[src/rtl/instruction_fetch_unit_pkg.sv]
// instruction_fetch_unit_pkg: shared fetch-stage widths, reset PC, halt word and state encoding.
`default_nettype none

package instruction_fetch_unit_pkg;

  localparam int          ADDR_W    = 6;
  localparam int          INSTR_W   = 32;
  localparam int          RESET_PC  = 0;
  localparam logic [31:0] HALT_WORD = 32'h0000_0000;

  typedef enum logic [1:0] {
    ST_IDLE  = 2'd0,
    ST_FETCH = 2'd1,
    ST_HALT  = 2'd2
  } fetch_state_e;

endpackage

`default_nettype wire

[src/rtl/fetch_pc_reg.sv]
// fetch_pc_reg: program counter with load, wrapping increment and hold.
`default_nettype none

module fetch_pc_reg #(
  parameter int              ADDR_W   = 6,
  parameter logic [ADDR_W-1:0] RESET_PC = '0
) (
  input  logic              clk,
  input  logic              rst_n,
  input  logic              i_load,
  input  logic [ADDR_W-1:0] i_load_pc,
  input  logic              i_inc,
  output logic [ADDR_W-1:0] o_pc
);

  logic [ADDR_W-1:0] r_pc;

  // Load has priority; increment wraps silently at 2^ADDR_W.
  always_ff @(posedge clk) begin
    if (!rst_n) begin
      r_pc <= RESET_PC;
    end else if (i_load) begin
      r_pc <= i_load_pc;
    end else if (i_inc) begin
      r_pc <= r_pc + 1'b1;
    end
  end

  assign o_pc = r_pc;

endmodule

`default_nettype wire

[src/rtl/instruction_fetch_unit.sv]
// instruction_fetch_unit: sequential fetch stage with valid/ready output, redirect and zero-word halt.
`default_nettype none

module instruction_fetch_unit #(
  parameter int ADDR_W       = instruction_fetch_unit_pkg::ADDR_W,
  parameter int INSTR_W      = instruction_fetch_unit_pkg::INSTR_W,
  parameter int RESET_PC     = instruction_fetch_unit_pkg::RESET_PC,
  parameter bit HALT_ON_ZERO = 1'b1
) (
  input  logic               clk,
  input  logic               rst_n,
  input  logic               start,
  output logic [ADDR_W-1:0]  PCAdress,
  input  logic [INSTR_W-1:0] Instruction_in,
  output logic [INSTR_W-1:0] instr_out,
  output logic [ADDR_W-1:0]  instr_pc,
  output logic               instr_valid,
  input  logic               instr_ready,
  input  logic               redirect,
  input  logic [ADDR_W-1:0]  redirect_pc,
  output logic               halted
);

  import instruction_fetch_unit_pkg::*;

  localparam logic [ADDR_W-1:0]  c_RESET_PC  = ADDR_W'(RESET_PC);
  localparam logic [INSTR_W-1:0] c_HALT_WORD = INSTR_W'(HALT_WORD);

  fetch_state_e r_state, w_state_nxt;

  logic              w_pc_load;
  logic [ADDR_W-1:0] w_pc_load_val;
  logic              w_pc_inc;
  logic              w_capture;
  logic              w_clear_valid;
  logic              w_slot_free;
  logic              w_is_halt_word;
  logic [ADDR_W-1:0] w_pc;

  logic [INSTR_W-1:0] r_instr_out;
  logic [ADDR_W-1:0]  r_instr_pc;
  logic               r_instr_valid;

  assign w_slot_free    = !r_instr_valid || instr_ready;
  assign w_is_halt_word = HALT_ON_ZERO && (Instruction_in == c_HALT_WORD);

  always_ff @(posedge clk) begin
    if (!rst_n) begin
      r_state <= ST_IDLE;
    end else begin
      r_state <= w_state_nxt;
    end
  end

  always_comb begin
    w_state_nxt   = r_state;
    w_pc_load     = 1'b0;
    w_pc_load_val = redirect_pc;
    w_pc_inc      = 1'b0;
    w_capture     = 1'b0;
    w_clear_valid = 1'b0;
    case (r_state)
      ST_IDLE: begin
        w_pc_load = redirect;
        if (start) begin
          w_state_nxt = ST_FETCH;
        end
      end
      ST_FETCH: begin
        // Redirect flushes the held word and drops the word on the bus this cycle.
        if (redirect) begin
          w_pc_load     = 1'b1;
          w_clear_valid = 1'b1;
        end else if (w_slot_free) begin
          if (w_is_halt_word) begin
            w_clear_valid = 1'b1;
            w_state_nxt   = ST_HALT;
          end else begin
            w_capture = 1'b1;
            w_pc_inc  = 1'b1;
          end
        end
      end
      ST_HALT: begin
        if (redirect) begin
          w_pc_load   = 1'b1;
          w_state_nxt = ST_FETCH;
        end else if (start) begin
          w_pc_load     = 1'b1;
          w_pc_load_val = c_RESET_PC;
          w_state_nxt   = ST_FETCH;
        end
      end
      default: begin
        w_state_nxt = ST_IDLE;
      end
    endcase
  end

  fetch_pc_reg #(
    .ADDR_W   (ADDR_W),
    .RESET_PC (c_RESET_PC)
  ) u_fetch_pc_reg (
    .clk       (clk),
    .rst_n     (rst_n),
    .i_load    (w_pc_load),
    .i_load_pc (w_pc_load_val),
    .i_inc     (w_pc_inc),
    .o_pc      (w_pc)
  );

  always_ff @(posedge clk) begin
    if (!rst_n) begin
      r_instr_out   <= '0;
      r_instr_pc    <= '0;
      r_instr_valid <= 1'b0;
    end else if (w_capture) begin
      r_instr_out   <= Instruction_in;
      r_instr_pc    <= w_pc;
      r_instr_valid <= 1'b1;
    end else if (w_clear_valid) begin
      r_instr_valid <= 1'b0;
    end
  end

  assign PCAdress    = w_pc;
  assign instr_out   = r_instr_out;
  assign instr_pc    = r_instr_pc;
  assign instr_valid = r_instr_valid;
  assign halted      = (r_state == ST_HALT);

endmodule

`default_nettype wire

[config.mk]
export PLATFORM = sky130hd
export DESIGN_NAME = instruction_fetch_unit
export DESIGN_NICKNAME = d
export VERILOG_FILES = /design/src/rtl/instruction_fetch_unit_pkg.sv /design/src/rtl/fetch_pc_reg.sv /design/src/rtl/instruction_fetch_unit.sv
export SDC_FILE = /design/constraint.sdc
export NUM_CORES = 1
export LEC_CHECK = 0
export ABC_AREA = 0
export CORE_MARGIN = 3
export CORE_UTILIZATION = 43
export CTS_CLUSTER_SIZE = 30
export DETAILED_ROUTE_END_ITERATION = 8
export PLACE_DENSITY = 0.89
export SETUP_SLACK_MARGIN = 0.05
export SYNTH_ARGS = -nofsm -noshare
export SYNTH_HDL_FRONTEND = slang
export SYNTH_HIERARCHICAL = 1
export SYNTH_SLANG_ARGS = --single-unit
[constraint.sdc]
create_clock -name clk -period 2.3 [get_ports clk]
set_input_delay 0.46 -clock clk [delete_from_list [all_inputs] [get_ports clk]]
set_output_delay 0.46 -clock clk [all_outputs]
set_load 0.01 [all_outputs]
==> results of run 1 <==
==> report_power, final <==
| group | total [mW] | switching [mW] | leakage [nW] | internal, mW |
|---|---|---|---|---|
| Combinational | 0.318 | 0.134 | 0.724 | 0.183 |
| Sequential | 0.880 | 0.0294 | 0.383 | 0.851 |
| Clock | 0.576 | 0.257 | 0.0513 | 0.319 |
| Total | 1.77 | 0.421 | 1.16 | 1.35 |
==> synthesized netlist by cell type, types with 2 or more instances <==
cell type and count:
nor4_1 4, nand4_1 4, and2_1 2, nor4_2 4, o21ai_1 2, dfxtp_1 47, o21a_1 3, nor2_1 2
nand2b_1 2, mux2i_1 39, xnor2_1 2, o21ai_0 5, buf_6 2, nor2b_1 7, clkbuf_1 8, buf_12 4
inv_1 2, xor2_1 2, nand2_1 80, a21oi_1 5
==> cell families after synthesis <==
| logic type | synth area share, % |
|---|---|
| xor gates and xnor gates | 1.601 |
| and+or+nand+nor | 24.99 |
| DFF | 43.00 |
| buffers and inverters | 6.632 |
| muxes | 17.84 |
| AOI/OAI and AO/OA | 5.374 |
| adders and majority gates | 0.5717 |
==> flip-flops by register name, indices dropped and copies added (netlist names) <==
name                 cells
instr_valid              1
r_state                  2
u_fetch_pc_reg/o_pc      6
instr_pc                 6
instr_out               32
==> critical path, delay by kind of cell <==
kind / cells / cell delay, ns
buf+inv: 2 / 0.70
mux: 1 / 0.16
simple gates: 2 / 0.63
compound gates: 1 / 0.33
==> through the flow <==
stage	util (%)	std cells	instance area (um^2)	setup TNS [ns]
floorplan	-	241	2188	0
global placement	64.16	390	3090	-0.2434
detailed placement	64.16	390	3090	-1.808
CTS	66.29	397	3193	0
global route	66.29	397	3193	0
finish	66.29	397	3193	0
==> cell type report <==
type                       count  area (um^2)  area share (%)
multi-input combinational    177         1102           34.52
timing repair buffer          97        955.9           29.94
sequential                    47        940.9           29.47
tap                           67        83.83           2.625
clock buffer                   6        72.57           2.273
clock inverter                 1        30.03          0.9404
inverter                       2        7.507          0.2351
==> final timing paths <==
kind / to / depth (start not counted)
setup / recovery: instr_out[6] / 6
hold / removal: instr_pc[5] / 2
hold reg to reg: instr_pc[5] / 2
setup reg to reg: u_fetch_pc_reg/o_pc[5] / 6
==> routing by layer <==
metal	vias up	global-route usage (%)	wire [um]
li1	982	-	-
met1	907	22.54	2338
met2	65	31.52	2786
met3	6	4.988	305
met4	0	5.694	85
met5	-	0	0
==> run_summary.xml, run 1 <==
<?xml version="1.0" encoding="UTF-8"?>
<metrics>
  <group name="worst_setup_path">
    <metric name="critical_path_peak_fanout" unit="">17</metric>
    <metric name="critPathLaunchType" unit="">input pin</metric>
    <metric name="cp_data_required_time" unit="ns">2.46</metric>
    <metric name="worst_ep_arrival_time" unit="ns">2.29</metric>
    <metric name="critical_path_type" unit="">in -&gt; reg</metric>
    <metric name="crit_path_end_kind" unit="">flip-flop</metric>
    <metric name="worst_setup_path_startpoint" unit="">Instruction_in[9]</metric>
    <metric name="worst-r2r-setup-slack" unit="ns">0.49</metric>
    <metric name="worstPathCellList" unit="">clkdlybuf4s50_1, nor4_1, nand4_1, o21ba_2, buf_4, mux2i_1</metric>
    <metric name="critical_path.slowest_cell" unit="">clkdlybuf4s50_1</metric>
    <metric name="worstReg2RegStart" unit="">r_state[0]</metric>
    <metric name="critical-path-max-stage-delay" unit="ns">0.44</metric>
  </group>
  <group name="logic_synthesis">
    <metric name="post_synth_instance_area" unit="um^2">2188</metric>
    <metric name="synth-seq-cells" unit="">47</metric>
    <metric name="synth-async-reset-ratio" unit="%">0</metric>
    <metric name="synth.yosys.warnings" unit="">6</metric>
    <metric name="synth_top_area_share" unit="%">43.00</metric>
    <metric name="yosysUniqueCellTypes" unit="">35</metric>
    <metric name="syn_inst" unit="">241</metric>
    <metric name="synth_ff_type" unit="">dfxtp_1</metric>
    <metric name="synth.area.top_cells" unit="">dfxtp_1 (43%), mux2i_1 (18%), nand2_1 (14%)</metric>
    <metric name="proportion_of_synthesized_chip_area_in_sequential_cells" unit="%">43.00</metric>
    <metric name="post_synth.cell_area_avg" unit="um^2">9.080</metric>
    <metric name="synth_enable_flop_cells" unit="">0</metric>
    <metric name="synth_fp_nets" unit="">285</metric>
    <metric name="synth_area_leader_cell" unit="">dfxtp_1</metric>
  </group>
  <group name="routing">
    <metric name="routed_wl" unit="mm">5.516</metric>
    <metric name="route.detailed.vias_per_inst" unit="">4.937</metric>
    <metric name="first_pass_drt_iterations" unit="">4</metric>
    <metric name="route.antenna.remaining_nets" unit="">0</metric>
    <metric name="vias" unit="">1960</metric>
    <metric name="post-route-drc-count" unit="">0</metric>
    <metric name="routedWlPerCell" unit="um">13.89</metric>
    <metric name="drt_iter0_drc" unit="">86</metric>
  </group>
  <group name="sta">
    <metric name="slew_violations" unit="">0</metric>
    <metric name="final.setup.worst_slack" unit="ns">0.1781</metric>
    <metric name="timing.clock.skew" unit="ns">0.005643</metric>
    <metric name="min_period_over_period" unit="%">92.26</metric>
    <metric name="finalHoldViolations" unit="">0</metric>
    <metric name="min_tclk_post_route" unit="ns">2.122</metric>
    <metric name="achievable_freq" unit="MHz">471.3</metric>
    <metric name="hold-worst-slack" unit="ns">0.4580</metric>
    <metric name="finalSetupViolCount" unit="">0</metric>
    <metric name="rsz_0062_raised_after_global_routing" unit="">false</metric>
    <metric name="worst-slew-pin-transition" unit="ns">0.5735</metric>
    <metric name="worst_relative_slew_slack" unit="%">61.77</metric>
  </group>
  <group name="place">
    <metric name="dp_worst_setup_slack" unit="ns">-0.07078</metric>
    <metric name="hpwl" unit="mm">4.109</metric>
    <metric name="port-buffer-count" unit="">88</metric>
    <metric name="gpl.final_weighted_congestion" unit="">0.7950</metric>
  </group>
  <group name="global_route">
    <metric name="global_route.overflow_total" unit="">0</metric>
    <metric name="grtUsageTotal" unit="%">18.43</metric>
    <metric name="grt_start_max_net_pins" unit="">55</metric>
    <metric name="first_global_vias" unit="">1942</metric>
    <metric name="first_pass_grt_wire_length" unit="mm">8.963</metric>
    <metric name="antenna_violations_before_repair" unit="">0</metric>
  </group>
  <group name="clock_tree">
    <metric name="clock_insertion_delay_worst_skew" unit="ns">0.29</metric>
    <metric name="clock_tree_from_tritoncts" unit="">yes</metric>
    <metric name="cts.clk_slew.worst_paths" unit="ns">0.08</metric>
    <metric name="htreeDepth" unit="">2</metric>
    <metric name="cts_buffer_depth" unit="">2</metric>
    <metric name="cts.sinks" unit="">47</metric>
    <metric name="cts_made_buffers" unit="">5</metric>
    <metric name="clock-root-buffer" unit="">clkbuf_8</metric>
    <metric name="ctsResizeCount" unit="">0</metric>
    <metric name="ctsHoldBuffers" unit="">0</metric>
    <metric name="postCtsSetupRepairBufs" unit="">0</metric>
  </group>
  <group name="cells_and_area">
    <metric name="layout.filler_cells" unit="">422</metric>
    <metric name="num_antenna_cells" unit="">0</metric>
    <metric name="final_common_cell" unit="">clkdlybuf4s50_1</metric>
    <metric name="final_layout_size_suffix_gt1_share" unit="%">7.273</metric>
    <metric name="layout_common_cells" unit="">clkdlybuf4s50_1 (87), nand2_1 (80), dfxtp_1 (47)</metric>
    <metric name="num-nets-final" unit="">374</metric>
    <metric name="flow.area_growth_from_synthesis" unit="%">45.91</metric>
  </group>
  <group name="floorplan">
    <metric name="die_w" unit="um">77.34</metric>
    <metric name="core-area" unit="um^2">4817</metric>
    <metric name="die_y" unit="um">77.34</metric>
    <metric name="placementRows" unit="">25</metric>
    <metric name="io_pins" unit="">89</metric>
    <metric name="fp.dieArea" unit="um^2">5981</metric>
    <metric name="initial_core_util" unit="%">45.43</metric>
  </group>
  <group name="worst_hold_path">
    <metric name="worstHoldPathType" unit="">reg -&gt; reg</metric>
    <metric name="hold_start" unit="">instr_pc[5]</metric>
  </group>
  <group name="status">
    <metric name="status" unit="">complete, no violations</metric>
  </group>
  <group name="run">
    <metric name="number_of_maximum_capacitance_constraint_violations" unit="">0</metric>
  </group>
  <group name="pwr">
    <metric name="worst_vdd_drop" unit="V">0.0003855</metric>
    <metric name="power.static_leakage" unit="nW">1.158</metric>
    <metric name="p_total" unit="mW">1.774</metric>
    <metric name="power_dens_cells" unit="nW/um^2">555.4</metric>
  </group>
</metrics>
(Power assumes the default switching activity.)
==> inputs of run 2 (changes only) <==
ABC_CLOCK_PERIOD_IN_PS = 2300   (was unset)
==> results of run 2 <==
The final DEF is identical to that of run 1; final timing and power are the same.
